===== src/rtl/shade_write_if.sv =====
// shade_write_if: core push side and framebuffer write side of the shade
// write arbiter, plus frame bookkeeping. "master" is the arbiter's view and
// "slave" is the view of the environment (ray cores + memory controller).
interface shade_write_if #(
  parameter int NUM_CORES  = 4,
  parameter int ADDR_WIDTH = 17,
  parameter int DATA_WIDTH = 24
);
  logic                            frame_reset;
  logic [NUM_CORES-1:0]            core_valid;
  logic [NUM_CORES*ADDR_WIDTH-1:0] core_addr;
  logic [NUM_CORES*DATA_WIDTH-1:0] core_data;
  logic [NUM_CORES-1:0]            core_full;
  logic [NUM_CORES-1:0]            overflow;
  logic                            mem_w_valid;
  logic [ADDR_WIDTH-1:0]           mem_w_addr;
  logic [DATA_WIDTH-1:0]           mem_w_data;
  logic                            mem_w_ready;
  logic [31:0]                     pixel_total;
  logic                            frame_done;

  modport master (
    input  frame_reset, core_valid, core_addr, core_data, mem_w_ready,
    output core_full, overflow, mem_w_valid, mem_w_addr, mem_w_data,
           pixel_total, frame_done
  );

  modport slave (
    output frame_reset, core_valid, core_addr, core_data, mem_w_ready,
    input  core_full, overflow, mem_w_valid, mem_w_addr, mem_w_data,
           pixel_total, frame_done
  );
endinterface


===== src/rtl/shade_write_arbiter.sv =====
// shade_write_arbiter: per-core pixel FIFOs drained round-robin into a single
// registered framebuffer write request; counts committed pixels per frame.
module shade_write_arbiter #(
  parameter int NUM_CORES    = 4,
  parameter int ADDR_WIDTH   = 17,
  parameter int DATA_WIDTH   = 24,
  parameter int FIFO_DEPTH   = 4,
  parameter int FRAME_PIXELS = 76800
) (
  input logic          clk,
  input logic          resetn,
  shade_write_if.master bus
);
  localparam int PTR_W = $clog2(FIFO_DEPTH);
  localparam int CNT_W = PTR_W + 1;
  localparam int IDX_W = $clog2(NUM_CORES);
  localparam logic [CNT_W-1:0] DEPTH_C  = CNT_W'(FIFO_DEPTH);
  localparam logic [CNT_W-1:0] ALMOST_C = CNT_W'(FIFO_DEPTH - 1);
  localparam logic [31:0]      FRAME_C  = 32'(FRAME_PIXELS);

  logic [ADDR_WIDTH-1:0] fifo_addr [NUM_CORES][FIFO_DEPTH];
  logic [DATA_WIDTH-1:0] fifo_data [NUM_CORES][FIFO_DEPTH];
  logic [PTR_W-1:0]      wr_ptr    [NUM_CORES];
  logic [PTR_W-1:0]      rd_ptr    [NUM_CORES];
  logic [CNT_W-1:0]      count     [NUM_CORES];
  logic [CNT_W-1:0]      count_nxt [NUM_CORES];

  logic [NUM_CORES-1:0]  push_ok, pop, core_full_q, overflow_q;
  logic [IDX_W-1:0]      rr_ptr, grant_idx, cand;
  logic                  grant_valid, load_en, consume;
  logic                  out_valid;
  logic [ADDR_WIDTH-1:0] out_addr, head_addr;
  logic [DATA_WIDTH-1:0] out_data, head_data;
  logic [31:0]           pixel_total_q;
  logic                  frame_done_q;

  // The output register refills when empty or when drained this cycle.
  assign consume   = out_valid & bus.mem_w_ready;
  assign load_en   = ~out_valid | bus.mem_w_ready;
  assign head_addr = fifo_addr[grant_idx][rd_ptr[grant_idx]];
  assign head_data = fifo_data[grant_idx][rd_ptr[grant_idx]];

  // Round-robin search beginning one past the last granted core.
  always_comb begin
    grant_valid = 1'b0;
    grant_idx   = rr_ptr;
    cand        = rr_ptr;
    for (int k = 1; k <= NUM_CORES; k++) begin
      cand = IDX_W'((int'(rr_ptr) + k) % NUM_CORES);
      if (!grant_valid && count[cand] != '0) begin
        grant_valid = 1'b1;
        grant_idx   = cand;
      end
    end
  end

  // Per-core push/pop decisions; a full FIFO still accepts when it pops too.
  always_comb begin
    pop     = '0;
    push_ok = '0;
    for (int i = 0; i < NUM_CORES; i++) begin
      pop[i]       = grant_valid && load_en && (grant_idx == IDX_W'(i));
      push_ok[i]   = bus.core_valid[i] && (count[i] != DEPTH_C || pop[i]);
      count_nxt[i] = count[i] + CNT_W'(push_ok[i]) - CNT_W'(pop[i]);
    end
  end

  // FIFO storage; contents are don't-care once the pointers are cleared.
  always_ff @(posedge clk) begin
    for (int i = 0; i < NUM_CORES; i++) begin
      if (push_ok[i]) begin
        fifo_addr[i][wr_ptr[i]] <= bus.core_addr[i*ADDR_WIDTH +: ADDR_WIDTH];
        fifo_data[i][wr_ptr[i]] <= bus.core_data[i*DATA_WIDTH +: DATA_WIDTH];
      end
    end
  end

  // FIFO pointers, occupancy, almost-full and sticky overflow flags.
  always_ff @(posedge clk or negedge resetn) begin
    if (!resetn) begin
      for (int i = 0; i < NUM_CORES; i++) begin
        wr_ptr[i] <= '0;
        rd_ptr[i] <= '0;
        count[i]  <= '0;
      end
      core_full_q <= '0;
      overflow_q  <= '0;
    end else if (bus.frame_reset) begin
      for (int i = 0; i < NUM_CORES; i++) begin
        wr_ptr[i] <= '0;
        rd_ptr[i] <= '0;
        count[i]  <= '0;
      end
      core_full_q <= '0;
      overflow_q  <= '0;
    end else begin
      for (int i = 0; i < NUM_CORES; i++) begin
        if (push_ok[i]) wr_ptr[i] <= wr_ptr[i] + PTR_W'(1);
        if (pop[i])     rd_ptr[i] <= rd_ptr[i] + PTR_W'(1);
        count[i]       <= count_nxt[i];
        // Asserting at DEPTH-1 leaves room for the push issued this cycle.
        core_full_q[i] <= (count_nxt[i] >= ALMOST_C);
        if (bus.core_valid[i] && !push_ok[i]) overflow_q[i] <= 1'b1;
      end
    end
  end

  // Output request register and round-robin pointer.
  always_ff @(posedge clk or negedge resetn) begin
    if (!resetn) begin
      out_valid <= 1'b0;
      out_addr  <= '0;
      out_data  <= '0;
      rr_ptr    <= '0;
    end else if (bus.frame_reset) begin
      out_valid <= 1'b0;
      out_addr  <= '0;
      out_data  <= '0;
      rr_ptr    <= '0;
    end else if (load_en) begin
      out_valid <= grant_valid;
      if (grant_valid) begin
        out_addr <= head_addr;
        out_data <= head_data;
        rr_ptr   <= grant_idx;
      end
    end
  end

  // Commit counter (wraps naturally at 2^32) and sticky frame completion.
  always_ff @(posedge clk or negedge resetn) begin
    if (!resetn) begin
      pixel_total_q <= '0;
      frame_done_q  <= 1'b0;
    end else if (bus.frame_reset) begin
      pixel_total_q <= '0;
      frame_done_q  <= 1'b0;
    end else begin
      if (consume) pixel_total_q <= pixel_total_q + 32'd1;
      if (pixel_total_q >= FRAME_C) frame_done_q <= 1'b1;
    end
  end

  assign bus.core_full   = core_full_q;
  assign bus.overflow    = overflow_q;
  assign bus.mem_w_valid = out_valid;
  assign bus.mem_w_addr  = out_addr;
  assign bus.mem_w_data  = out_data;
  assign bus.pixel_total = pixel_total_q;
  assign bus.frame_done  = frame_done_q;
endmodule


===== src/flat_wrapper.sv =====
// flat-port wrapper written by rule: the top's interface ports become plain ports
module shade_write_arbiter_flat 
#(
  parameter int NUM_CORES    = 4,
  parameter int ADDR_WIDTH   = 17,
  parameter int DATA_WIDTH   = 24,
  parameter int FIFO_DEPTH   = 4,
  parameter int FRAME_PIXELS = 76800
)
  (clk, resetn, bus_frame_reset, bus_core_valid, bus_core_addr, bus_core_data, bus_mem_w_ready, bus_core_full, bus_overflow, bus_mem_w_valid, bus_mem_w_addr, bus_mem_w_data, bus_pixel_total, bus_frame_done);
  shade_write_if #(.NUM_CORES(NUM_CORES), .ADDR_WIDTH(ADDR_WIDTH), .DATA_WIDTH(DATA_WIDTH)) bus_i ();
  input logic clk;
  input logic resetn;
  input wire logic [$bits(bus_i.frame_reset)-1:0] bus_frame_reset;
  input wire logic [$bits(bus_i.core_valid)-1:0] bus_core_valid;
  input wire logic [$bits(bus_i.core_addr)-1:0] bus_core_addr;
  input wire logic [$bits(bus_i.core_data)-1:0] bus_core_data;
  input wire logic [$bits(bus_i.mem_w_ready)-1:0] bus_mem_w_ready;
  output wire logic [$bits(bus_i.core_full)-1:0] bus_core_full;
  output wire logic [$bits(bus_i.overflow)-1:0] bus_overflow;
  output wire logic [$bits(bus_i.mem_w_valid)-1:0] bus_mem_w_valid;
  output wire logic [$bits(bus_i.mem_w_addr)-1:0] bus_mem_w_addr;
  output wire logic [$bits(bus_i.mem_w_data)-1:0] bus_mem_w_data;
  output wire logic [$bits(bus_i.pixel_total)-1:0] bus_pixel_total;
  output wire logic [$bits(bus_i.frame_done)-1:0] bus_frame_done;
  assign bus_i.frame_reset = bus_frame_reset;
  assign bus_i.core_valid = bus_core_valid;
  assign bus_i.core_addr = bus_core_addr;
  assign bus_i.core_data = bus_core_data;
  assign bus_i.mem_w_ready = bus_mem_w_ready;
  assign bus_core_full = bus_i.core_full;
  assign bus_overflow = bus_i.overflow;
  assign bus_mem_w_valid = bus_i.mem_w_valid;
  assign bus_mem_w_addr = bus_i.mem_w_addr;
  assign bus_mem_w_data = bus_i.mem_w_data;
  assign bus_pixel_total = bus_i.pixel_total;
  assign bus_frame_done = bus_i.frame_done;
  shade_write_arbiter #(.NUM_CORES(NUM_CORES), .ADDR_WIDTH(ADDR_WIDTH), .DATA_WIDTH(DATA_WIDTH), .FIFO_DEPTH(FIFO_DEPTH), .FRAME_PIXELS(FRAME_PIXELS)) u_core (.clk(clk), .resetn(resetn), .bus(bus_i));
endmodule

===== config.mk =====
export PLATFORM = sky130hd
export DESIGN_NAME = shade_write_arbiter_flat
export DESIGN_NICKNAME = d
export VERILOG_FILES = /design/src/rtl/shade_write_if.sv /design/src/rtl/shade_write_arbiter.sv /design/src/flat_wrapper.sv
export SDC_FILE = /design/constraint.sdc
export NUM_CORES = 1
export LEC_CHECK = 0
export CORE_MARGIN = 10
export CORE_UTILIZATION = 55
export DETAILED_ROUTE_END_ITERATION = 8
export HOLD_SLACK_MARGIN = 0.1
export MAX_ROUTING_LAYER = met4
export PLACE_DENSITY = 0.76
export SYNTH_ARGS = -nofsm -noshare
export SYNTH_HDL_FRONTEND = slang
export SYNTH_SLANG_ARGS = --single-unit

===== constraint.sdc =====
create_clock -name clk -period 5.1 [get_ports clk]
set_clock_uncertainty 0.05 [all_clocks]
set_input_delay 1.275 -clock clk [delete_from_list [all_inputs] [get_ports clk]]
set_output_delay 1.275 -clock clk [all_outputs]
set_load 0.005 [all_outputs]

======== Word-level counts from Yosys, hierarchy flattened ========
Memory sizes are Yosys's and may differ from the RTL's.
Index checks and enable logic that the tools add are counted.
word-level totals
  register bits after elaboration ......... 113
  bits in writable memories ............... 656
  input bits .............................. 172
  output and inout port bits .............. 83
  word-level logic and storage cells ...... 227
  memories kept ........................... 2
operators by class
  $add $sub $neg .......................... 21
  $lt $le $gt $ge ......................... 19
  eq/ne operators ......................... 7
  mux-type cells .......................... 89
  bitwise operators ....................... 13
  reductions and logical operators ........ 53
memories
  name              words  bits a word  rd ports  clocked after Yosys merged registers in  write ports  line                       text
  u_core.fifo_data  4      96           1         0                                        4            shade_write_arbiter.sv:22  logic [DATA_WIDTH-1:0] fifo_data [NUM_CORES][FIFO_DEPTH];
  u_core.fifo_addr  4      68           1         0                                        4            shade_write_arbiter.sv:21  logic [ADDR_WIDTH-1:0] fifo_addr [NUM_CORES][FIFO_DEPTH];
operators with widths
  cell                                                         count
  2-to-1 mux 96 bit                                            4
  2-to-1 mux 68 bit                                            4
  2-to-1 mux 24 bit                                            9
  demux 24 bit (select 2 bit)                                  4
  2-to-1 mux 17 bit                                            9
  demux 17 bit (select 2 bit)                                  4
  2-to-1 mux 32 bit                                            2
  binary-select mux 24 bit (select 2 bit)                      1
  binary-select mux 17 bit (select 2 bit)                      1
  2-to-1 mux 2 bit                                             17
  adder 32 x 1 -> 32 bit (second input constant)               1
  >= comparator 32 x 17 -> 1 bit (second input constant)       1
  nonzero test 2 bit                                           16
  >= comparator 3 bit (second input constant)                  10
  inverter 2 -> 3 bit                                          10
  binary-select mux 3 bit (select 2 bit)                       4
  2-to-1 mux 3 bit                                             8
  adder 2 x 1 -> 2 bit (second input constant)                 10
  logical AND 1 bit                                            20
  2-to-1 mux 1 bit                                             16
  2-to-1 mux 8 bit                                             2
  adder 3 x 1 -> 3 bit                                         4
  >= comparator 3 x 2 -> 1 bit (second input constant)         4
  less-than comparator 3 x 1 -> 1 bit (second input constant)  4
  16 further kinds                                             37

======== Logic depth before layout (Yosys ltp) ========
Gate-level depths: netlist of run 1.
  depth after elaboration ................. 27
  depth in mapped cells ................... 16
  mapped depth without buffers ............ 14

======== Worst setup path after synthesis of run 1 ========
Ideal clock, no wire load.
  path type ............................... reg-to-reg
  from .................................... reg u_core.count[2] (netlist name)
  to ...................................... mem u_core.fifo_addr[1][0] (netlist name) (enable)
  library setup time ...................... 402 ps
  arrival ................................. 3289 ps
  required time ........................... 4648 ps
  slack ................................... 1359 ps
  stages on the path, launching flop included .. 11
  path buffers ............................ 3
  period minus slack after synthesis ...... 3741 ps
  path through ............................ dfrtp_1 clkbuf_1 nor3_2 a22oi_2 o31a_1 buf_2 and2_1 clkbuf_1 nor2_1 o21a_1 and2_1
RTL lines
  what                             line                        text
  start, declared                  shade_write_arbiter.sv:25   logic [CNT_W-1:0] count [NUM_CORES];
  start signal, assigned by index  shade_write_arbiter.sv:100  count[i] <= count_nxt[i];
  end, declared                    shade_write_arbiter.sv:21

======== Final worst setup path of run 1 ========
  from .................................... reg u_core.count[7] (netlist name)
  to ...................................... reg u_core.out_addr[12], in the netlist u_core.bus.mem_w_addr[12]
on the way
  longest elaborated chain between the ends .. 25
  elaborated cells between the ends (all ways) .. 44
  those cells by class .................... mux (29); bitwise (2); reduce/logical (12); memory (1)
ends and longest elaborated chain
  what                                                  line                        text
  binary-select mux 3 bit (select 2 bit)                shade_write_arbiter.sv:50   if (!grant_valid && count[cand] != '0) begin
  2-to-1 mux 3 bit (not written as such) (2 in a row)   shade_write_arbiter.sv:50
  nonzero test 3 bit                                    shade_write_arbiter.sv:50
  2-to-1 mux 1 bit                                      shade_write_arbiter.sv:50
  logical NOT 1 bit                                     shade_write_arbiter.sv:50
  logical AND 1 bit                                     shade_write_arbiter.sv:50
  2-to-1 mux 1 bit                                      shade_write_arbiter.sv:50
  logical NOT 1 bit                                     shade_write_arbiter.sv:50
  [... 6 more ...]                                      --
  binary-select mux 2 bit (select 2 bit)                shade_write_arbiter.sv:40   assign head_addr = fifo_addr[grant_idx][rd_ptr[grant_idx]];
  2-to-1 mux 2 bit (not written as such) (2 in a row)   shade_write_arbiter.sv:40
  inverter 2 -> 3 bit (not written as such)             shade_write_arbiter.sv:40
  binary-select mux 17 bit (select 2 bit)               shade_write_arbiter.sv:40
  2-to-1 mux 17 bit (not written as such) (2 in a row)  shade_write_arbiter.sv:40
  2-to-1 mux 17 bit                                     shade_write_arbiter.sv:122  if (grant_valid) begin
  2-to-1 mux 17 bit                                     shade_write_arbiter.sv:120  end else if (load_en) begin
  2-to-1 mux 17 bit                                     shade_write_arbiter.sv:115  end else if (bus.frame_reset) begin
  end signal, assigned                                  shade_write_arbiter.sv:123  out_addr <= head_addr;
  end, declared                                         shade_write_arbiter.sv:32   logic [ADDR_WIDTH-1:0] out_addr, head_addr;
Several ways; a longest one is shown, not always the timed one. The select of a mux whose other input is x is not followed.
A chain may end at the register's enable or synchronous reset.

==> results of run 1 <==
-- final timing paths --
kind	to	cells after the start
max in group asynchronous	u_core.bus.pixel_total[6]$_DFFE_PN0P_	2
min in group asynchronous	u_core.bus.pixel_total[24]$_DFFE_PN0P_	1
setup reg to reg	u_core.bus.mem_w_addr[12]$_DFFE_PN0P_	11
setup / recovery	u_core.bus.mem_w_addr[12]$_DFFE_PN0P_	11
hold reg to reg	u_core.bus.mem_w_addr[9]$_DFFE_PN0P_	2
hold / removal	u_core.bus.mem_w_addr[9]$_DFFE_PN0P_	2
-- logic make-up (layout without fill, tap and decap cells) --
logic type | Yosys count | count (layout) | share of synthesized area
mux | 81 | 81 | 0.0285
simple gates | 622 | 622 | 0.0942
compound gates | 433 | 433 | 0.0908
other cells | 0 | 3 | 0
buf+inv | 170 | 483 | 0.0228
fa+ha+maj | 30 | 30 | 0.0133
flops | 769 | 769 | 0.737
xor+xnor | 46 | 46 | 0.0132
-- placed cells by master, fill, tap and decap left out, types with 11 or more instances in the layout --
cell             count
nor2b_1             12
clkbuf_1            15
clkbuf_16           79
clkinv_2            15
o211ai_1            59
buf_12              13
o21ai_0             72
dfrtp_1            112
xnor2_1             28
nor4_1              92
buf_4               41
o22ai_1            170
and2_2              16
nor2_1             336
o21ai_1             31
inv_1               34
ha_1                26
a21oi_1             28
xor2_1              18
a211oi_1            15
mux2_2              42
edfxtp_1           656
nand4_1             12
clkdlybuf4s50_1    252
or3_1               11
nand3_1             15
nor3_1              20
nand2_1             68
o221ai_1            18
mux2i_1             33
clkinv_1            11
-- layer usage --
layer	GRT usage	routed length (µm)	part of all wire	up-vias
met1	0.350	33400	0.38	10200
met3	0.0518	9290	0.11	236
met4	0.0944	2820	0.032	0
met2	0.427	42500	0.48	1442
li1	-	-	-	8724
met5	-	0	0	-
-- worst max-delay path, cell delays in order, from the launching register on --
cell      delay [ps]
dfrtp_1          420
or3_1            650
a22oi_2          300
o31a_1           150
buf_4            310
and2_4           210
buf_4            420
buf_4            830
o22ai_1          200
nor3_1           230
o221ai_1         190
a311oi_1         320
-- power by group through the flow --
stage	logic, µW	registers [µW]	clock network (µW)
2_1_floorplan	6260	8110	0
3_3_place_gp	9050	8220	0
3_5_place_dp	9350	8240	0
4_1_cts	9420	8120	5750
5_1_grt	10200	8190	6000
6_report	9560	8140	5690
-- per-stage QoR --
stage               instance area (µm²)  instances  utilization
floorplan                         30600       2151            -
global route                      36700       3215        0.665
finish                            36700       3215        0.665
CTS                               36600       3212        0.665
global placement                  34100       3071        0.619
detailed placement                34100       3071        0.619
-- state kept, by name, indices dropped and copies added, names as in the netlist --
signal,count
u_core.fifo_data,384
u_core.bus.mem_w_addr,17
u_core.bus.core_full,4
u_core.bus.mem_w_data,24
u_core.count,12
u_core.bus.overflow,4
u_core.bus.mem_w_valid,1
u_core.bus.pixel_total,32
u_core.bus.frame_done,1
u_core.rr_ptr,2
u_core.fifo_addr,272
u_core.wr_ptr,8
u_core.rd_ptr,8
-- area by class of cell --
cell class	instances	area share
Antenna cell	3	0.000205
Clock buffer	99	0.0573
Clock inverter	42	0.0120
Inverter	34	0.00348
Multi-Input combinational cell	1212	0.202
Sequential cell	769	0.615
Tap cell	748	0.0255
Timing Repair Buffer	308	0.0848
-- synthesized netlist by cell type, types with 31 or more instances --
cell,n
clkbuf_1,94
o22ai_1,170
edfxtp_1,656
nor4_1,92
o21ai_1,31
o21ai_0,72
mux2i_1,33
mux2_2,42
dfrtp_1,113
inv_1,34
nand2_1,68
nor2_1,338
o211ai_1,59
==> results.json, run 1 <==
{
  "timing.fmax_ghz": 0.219,
  "initial_antenna_violation_count": 3,
  "detail-route-antenna-nets": 0,
  "die-width_um": 256,
  "numPortBuffers": 254,
  "layout.nets": 2604,
  "wl_final_mm": 88.1,
  "cts-htree-levels": 3,
  "register_area_mm2": 0.0225,
  "hold_path.startpoint": "u_core.bus.mem_w_addr[9]$_DFFE_PN0P_",
  "worst-setup-path-type": "register to register",
  "timing.final.setup_violations": 0,
  "globalRouteOverflowTotal": 0,
  "num_vias": 20600,
  "power.combinational.fraction": 0.409,
  "routedWlPerCell_um": 27.4,
  "startpoint_type": "register",
  "clock_insertion_delay_worst_skew_ps": 610,
  "synthDistinctLibCells": 59,
  "floorplan.die.height_um": 256,
  "crit_arrival_ps": 5020,
  "postCtsHoldBufs": 0,
  "worstPathMaxFanout": 78,
  "final_period_minus_worst_setup_slack_ps": 4560,
  "layout_setup_ws_ps": 539,
  "postSynth.asyncResetShare": 0.147,
  "timing.final.hold_violations": 0,
  "tns_ps": 0,
  "cts_root_buffer": "clkbuf_16",
  "mappedNetlistArea_mm2": 0.0306,
  "max_slew.worst_pin.slew_ps": 1050,
  "relative_area_change_from_synthesis_to_final_layout_pct": 20.0,
  "core_outline_area_mm2": 0.0551,
  "worstSetupStartpoint": "u_core.count[7]$_DFF_PN0_",
  "cts_inserted_buffers": 77,
  "ctsLongestPathBuffers": 3,
  "leakagePower_uw": 0.0126,
  "final_max_slew_viol_count": 0,
  "grt_pass1_wl_mm": 131,
  "postSynthAreaPerCell_um2": 14.2,
  "largest_area_contributor_in_the_synthesized_netlist": "edfxtp_1",
  "io-pin-count": 255,
  "power_switching_share": 0.381,
  "r2r_start": "u_core.count[7]$_DFF_PN0_",
  "post-route-period-util": 0.894,
  "register_to_register_setup_slack_ps": 540,
  "preCtsSetupSlack_ps": 593,
  "synth-seq-cells": 769,
  "start_util": 0.555,
  "tritoncts_clock_tree": "done",
  "ys_top_cells_by_area": "edfxtp_1 64%, dfrtp_1 9.3%, nor2_1 4.2%",
  "synth_edf_count": 656,
  "num-fill-cells": 3793,
  "overall_track_demand_over_capacity_in_global_routing": 0.271,
  "netSwitchingPower_uw": 8910,
  "path_clk_slew_ps": 60,
  "cap_violations": 0,
  "synth_top_cell_area_share": 0.645,
  "firstDrtPassIters": 6,
  "count_of_routing_violations_after_the_opening_detailed_route_iteration": 2770,
  "grt_max_degree": 140,
  "power_frac_clock": 0.243,
  "std_cell_rows": 86,
  "first_global_vias": 20700,
  "design_power_total_uw": 23400,
  "critical_path_endpoint_category": "register",
  "holdWs_ps": 436,
  "area_of_combinational_cells_with_multiple_inputs_mm2": 0.00741,
  "design.die.area_mm2": 0.0654,
  "via_to_cell_ratio": 6.41,
  "post_cts_setup_bufs": 0,
  "grt_setup_unrepaired": "false",
  "number_of_cells_produced_by_synthesis": 2151,
  "post_route_cells_drive_above_1_share": 0.102,
  "total_nets_after_synthesis": 2353,
  "cts-resized-gates": 0,
  "worstPathRequired_ps": 5560,
  "route.detailed.drc": 0,
  "place_congestion": 0.869,
  "synthesis_warning_total": 0,
  "sequential_element_share_of_the_synthesized_area": 0.737,
  "irDropWorstVdd_mv": 0.751,
  "min-delay-path-class": "register to register",
  "ys.flop_type": "edfxtp_1",
  "post-dp-hpwl_mm": 53.9,
  "clock_sink_count": 769,
  "timing.slew.headroom": 0.301,
  "status": "finished, final reports clean",
  "cell_internal_pwr_uw": 14500,
  "power_frac_seq": 0.348,
  "power.density_cell_area_mw_per_mm2": 638
}
(Power assumes the default switching activity.)
==> run 2: changes to the inputs <==
- PLACE_DENSITY: 0.76 -> 0.87
==> run 2 against run 1 <==
Power increased by 1.7%. Global-route usage increased by 1.4 points. Worst hold slack better by 13 ps. Via count is 4.5% higher.
==> results.json, run 2 (synthesis results as in run 1) <==
{
  "count_of_routing_violations_after_the_opening_detailed_route_iteration": 3452,
  "cts-resized-gates": 0,
  "floorplan.die.height_um": 256,
  "overall_track_demand_over_capacity_in_global_routing": 0.285,
  "final_max_slew_viol_count": 0,
  "via_to_cell_ratio": 6.68,
  "startpoint_type": "register",
  "register_area_mm2": 0.0225,
  "std_cell_rows": 86,
  "stdcell_count": 3224,
  "place_congestion": 0.876,
  "ctsLongestPathBuffers": 3,
  "die-width_um": 256,
  "cts_inserted_buffers": 75,
  "design.die.area_mm2": 0.0654,
  "register_to_register_setup_slack_ps": 1070,
  "start_util": 0.555,
  "routedWlPerCell_um": 29.1,
  "post-route-period-util": 0.791,
  "cap_violations": 0,
  "timing.final.setup_violations": 0,
  "clock_insertion_delay_worst_skew_ps": 620,
  "first_global_vias": 21700,
  "layout_commonest_cell": "edfxtp_1",
  "layout_setup_ws_ps": 1070,
  "placed_cells_incl_taps": 3076,
  "path_clk_slew_ps": 60,
  "r2r_start": "u_core.rr_ptr[1]$_DFFE_PN0P_",
  "postCtsHoldBufs": 0,
  "min-delay-path-class": "register to register",
  "layout.cells.most_common_list": "656 x edfxtp_1, 337 x nor2_1, 252 x clkdlybuf4s50_1",
  "power.density_cell_area_mw_per_mm2": 648,
  "tritoncts_clock_tree": "done",
  "post_cts_setup_bufs": 0,
  "preCtsSetupSlack_ps": 695,
  "io-pin-count": 255,
  "worst-setup-path-type": "register to register",
  "hold_path.startpoint": "u_core.bus.mem_w_data[20]$_DFFE_PN0P_",
  "timing.final.hold_violations": 0,
  "initial_antenna_violation_count": 10,
  "grt_pass1_wl_mm": 138,
  "largest_register_ffs": 384,
  "max_slew.worst_pin.slew_ps": 1070,
  "grt_max_degree": 141,
  "worstSetupStartpoint": "u_core.rr_ptr[1]$_DFFE_PN0P_",
  "route.detailed.drc": 0,
  "post_route_cells_drive_above_1_share": 0.103,
  "critical_path_endpoint_category": "register",
  "numPortBuffers": 254,
  "irDropWorstVdd_mv": 0.528,
  "status": "finished, final reports clean",
  "num_vias": 21500,
  "area_of_combinational_cells_with_multiple_inputs_mm2": 0.00740,
  "relative_area_change_from_synthesis_to_final_layout_pct": 20.1,
  "globalRouteOverflowTotal": 0,
  "wl_final_mm": 93.7,
  "num-fill-cells": 3514,
  "worstPathRequired_ps": 5510,
  "place_area_mm2": 0.0342,
  "worstPathMaxFanout": 50,
  "final_area_mm2": 0.0367,
  "tns_ps": 0,
  "leakagePower_uw": 0.0126,
  "final_period_minus_worst_setup_slack_ps": 4030,
  "timing.fmax_ghz": 0.248,
  "crit_arrival_ps": 4440,
  "layout.nets": 2607,
  "firstDrtPassIters": 6,
  "clock_sink_count": 769,
  "grt_setup_unrepaired": "false",
  "cts_root_buffer": "clkbuf_16",
  "post-dp-hpwl_mm": 56.4,
  "detail-route-antenna-nets": 0,
  "core_outline_area_mm2": 0.0551,
  "timing.slew.headroom": 0.287,
  "cts-htree-levels": 3
}
-- run 2: layout make-up --
type,count,share of cell area
diodes,10,0.000682
clock buffers,97,0.0547
clock inverters,41,0.0136
inverters,34,0.00348
multi-input cells,1212,0.202
flip-flops and latches,769,0.614
well taps,748,0.0255
repair buffers,313,0.0867
-- run 2: metrics by stage --
step | total power (µW) | util | hold slack (ps)
floorplan | 14400 | - | 423
global placement | 17300 | 0.620 | 416
detailed placement | 17700 | 0.620 | 427
CTS | 23500 | 0.666 | 450
global route | 24600 | 0.666 | 486
finish | 23800 | 0.666 | 449
-- run 2: worst paths after layout --
| kind | end | cells past startpoint |
|---|---|---|
| min reg2reg | u_core.bus.mem_w_data[20]$_DFFE_PN0P_ | 2 |
| max | u_core.bus.mem_w_data[13]$_DFFE_PN0P_ | 9 |
| min | u_core.bus.mem_w_data[20]$_DFFE_PN0P_ | 2 |
| max in group asynchronous | u_core.bus.mem_w_addr[11]$_DFFE_PN0P_ | 2 |
| min in group asynchronous | u_core.bus.pixel_total[30]$_DFFE_PN0P_ | 1 |
| max reg2reg | u_core.bus.mem_w_data[13]$_DFFE_PN0P_ | 9 |
-- run 2: routing by layer --
| metal | track usage | up-vias | share of wire |
|---|---|---|---|
| met5 | - | - | 0 |
| met4 | 0.128 | 0 | 0.047 |
| met3 | 0.0712 | 390 | 0.13 |
| met2 | 0.450 | 1977 | 0.48 |
| met1 | 0.346 | 10400 | 0.35 |
| li1 | - | 8764 | - |
-- run 2: power breakdown --
group	internal (µW)	leakage, µW	switching [µW]
Clock	3320	0.00124	2410
Combinational	3510	0.00383	6370
Sequential	7730	0.00752	454
Total	14600	0.0126	9230
-- run 2: worst max-delay path: stages, from the launching register on --
cell and delay (ps):
dfrtp_2 830, inv_1 260, a22oi_2 240, nor4_1 60
or4_1 620, nor3_4 700, buf_12 350, mux2_2 380
o211ai_1 200, o211ai_1 160
==> run 3: changes to the inputs <==
- CORE_UTILIZATION: 55 -> 52
- clock period: 5.1 -> 3.25 ns (I/O delays scaled with it)
==> run 3 against run 2 <==
The run now ends with negative setup slack left. Die area is 5.3% higher. Maximum frequency is 24% higher. Flip-flop and latch count stayed put. Highest routed layer unchanged. Combinational power is 96% higher. Via count is 5.2% higher. Critical endpoint is now u_core.bus.mem_w_addr[10]$_DFFE_PN0P_. Power is 73% higher. Sequential power is 56% higher. Sequential share of layout area is 3.2 points lower. Largest cell class unchanged. Non-clock buffer count is 117 higher. Setup slack worse by 1100 ps.
==> results.json, run 3 (synthesis results as in run 1) <==
{
  "clock_sink_count": 769,
  "layout_setup_ws_ps": -3.13,
  "routedWlPerCell_um": 29.7,
  "timing.final.setup_violations": 2,
  "cts_inserted_buffers": 78,
  "stdcell_count": 3372,
  "largest_register_ffs": 384,
  "tns_ps": -5.17,
  "post-route-period-util": 1.00,
  "power_frac_seq": 0.310,
  "placed_cells_incl_taps": 3185,
  "count_of_routing_violations_after_the_opening_detailed_route_iteration": 4045,
  "slowest_stage": "nor4_1",
  "design.die.area_mm2": 0.0689,
  "final_max_slew_viol_count": 0,
  "io-pin-count": 255,
  "power_switching_share": 0.389,
  "wl_final_mm": 100,
  "detail-route-antenna-nets": 0,
  "route.detailed.drc": 0,
  "cp_slowest_stage_delay_ps": 470,
  "irDropWorstVdd_mv": 0.738,
  "critical_path_endpoint_category": "register",
  "power_frac_clock": 0.218,
  "via_to_cell_ratio": 6.71,
  "cap_violations": 0,
  "overall_track_demand_over_capacity_in_global_routing": 0.280,
  "path_clk_slew_ps": 70,
  "numPortBuffers": 254,
  "max_slew.worst_pin.slew_ps": 988,
  "place_congestion": 0.905,
  "path_cells": "buf_4, nor4_4, buf_4, a22oi_2, o31a_1, a21oi_2, nor3_4, buf_12, clkbuf_16, buf_4, nor4_1, o21ai_1, o211ai_1",
  "min-delay-path-class": "input pin to async pin",
  "std_cell_rows": 88,
  "timing.final.hold_violations": 0,
  "post-dp-hpwl_mm": 59.0,
  "worst-setup-path-type": "register to register",
  "critPathMostFrequentCell": "buf_4",
  "firstDrtPassIters": 8,
  "grt_max_degree": 141,
  "power.density_cell_area_mw_per_mm2": 1070,
  "globalRouteOverflowTotal": 0,
  "start_util": 0.528,
  "power.combinational.fraction": 0.471,
  "core_outline_area_mm2": 0.0579,
  "layout.nets": 2728,
  "layout_commonest_cell": "edfxtp_1",
  "status": "complete, but fails checks",
  "leakagePower_uw": 0.0134,
  "worstPathRequired_ps": 3740,
  "final_period_minus_worst_setup_slack_ps": 3250,
  "cell_internal_pwr_uw": 25200,
  "grt_pass1_wl_mm": 143,
  "postCtsHoldBufs": 0,
  "ctsLongestPathBuffers": 3,
  "cts_root_buffer": "clkbuf_16",
  "worstSetupStartpoint": "u_core.count[3]$_DFF_PN0_",
  "startpoint_type": "register",
  "floorplan.die.height_um": 262,
  "crit_arrival_ps": 3740,
  "post_route_cells_drive_above_1_share": 0.166,
  "cts-htree-levels": 3,
  "clock_insertion_delay_worst_skew_ps": 640,
  "r2r_start": "u_core.count[3]$_DFF_PN0_",
  "layout.cells.most_common_list": "656 x edfxtp_1, 334 x nor2_1, 252 x clkdlybuf4s50_1",
  "first_global_vias": 22900,
  "initial_antenna_violation_count": 16,
  "timing.reg2reg.worst_path_depth": 13,
  "worstPathMaxFanout": 7,
  "die-width_um": 262,
  "timing.slew.headroom": 0.341,
  "relative_area_change_from_synthesis_to_final_layout_pct": 26.7,
  "tritoncts_clock_tree": "done",
  "violations": "negative setup slack",
  "num_vias": 22600,
  "timing.fmax_ghz": 0.307,
  "netSwitchingPower_uw": 16100
}
==> run 3: cell types whose count changed in the layout (fill, tap and decap cells not counted), sizes merged <==
cell      previous run  this run
inv                 37        35
clkbuf              97       102
bufinv              10         7
clkinv              27        33
diode               10        19
clkinvlp             1         4
buf                 61       173
or3                 13        14
==> run 3: final timing paths <==
path	to	slack [ps]
worst max-delay path	u_core.bus.mem_w_addr[10]$_DFFE_PN0P_	-3
worst min-delay path	u_core.rd_ptr[7]$_DFFE_PN0P_	120
worst max register to register	u_core.bus.mem_w_addr[10]$_DFFE_PN0P_	-3
worst min register to register	u_core.bus.mem_w_data[17]$_DFFE_PN0P_	430
max in group asynchronous	u_core.bus.mem_w_data[12]$_DFFE_PN0P_	2300
min in group clk	u_core.bus.mem_w_data[17]$_DFFE_PN0P_	430
==> run 3: layout make-up <==
class | count | area, µm²
multi-input combinational | 1213 | 7790
timing repair buffer | 430 | 4720
fill | 3685 | 19200
clock inverter | 45 | 437
inverter | 34 | 130
antenna | 19 | 47.5
tap | 765 | 957
clock buffer | 97 | 2100
sequential | 769 | 22500
==> run 3: per-stage QoR <==
stage,utilization,power [µW],cell area (µm²),hold slack [ps],setup slack [ps]
after floorplan,-,22500,30600,423,-14.8
after detailed placement,0.610,29300,35300,429,-211
after global routing,0.668,42400,38700,164,-141
after global placement,0.610,28400,35300,420,-135
final,0.668,41200,38700,122,-3.13
after CTS,0.657,39100,38100,129,-2.01
==> run 3: critical path, delay by kind of cell (launching register included) <==
family	cells	cell delay (ps)
AND/OR/NAND/NOR	3	900
AO/OA/AOI/OAI	5	980
buffers and inverters	5	810
flip-flops	1	390
==> run 3: per-layer routing <==
metal	part of all wire	up-vias	track usage	routed length, µm
met3	0.13	467	0.0757	13200
li1	-	9012	-	-
met5	0	-	-	0
met2	0.48	2186	0.448	47900
met4	0.054	0	0.133	5370
met1	0.34	11000	0.324	33700
==> run 3: power by group through the flow <==
stage / Clock [µW] / Sequential [µW] / Combinational [µW]
after floorplan: 0 / 12700 / 9830
after global placement: 0 / 12800 / 15500
after detailed placement: 0 / 12900 / 16400
after CTS: 8970 / 12700 / 17400
after global routing: 9380 / 12800 / 20200
final: 9000 / 12800 / 19400
==> run 3: timing repair <==
item                       in CTS  in global routing
cloned                          3                  5
pin swaps                       5                 21
setup endpoints to repair     215                333
resized for setup              19                 66
setup buffers                   3                 15
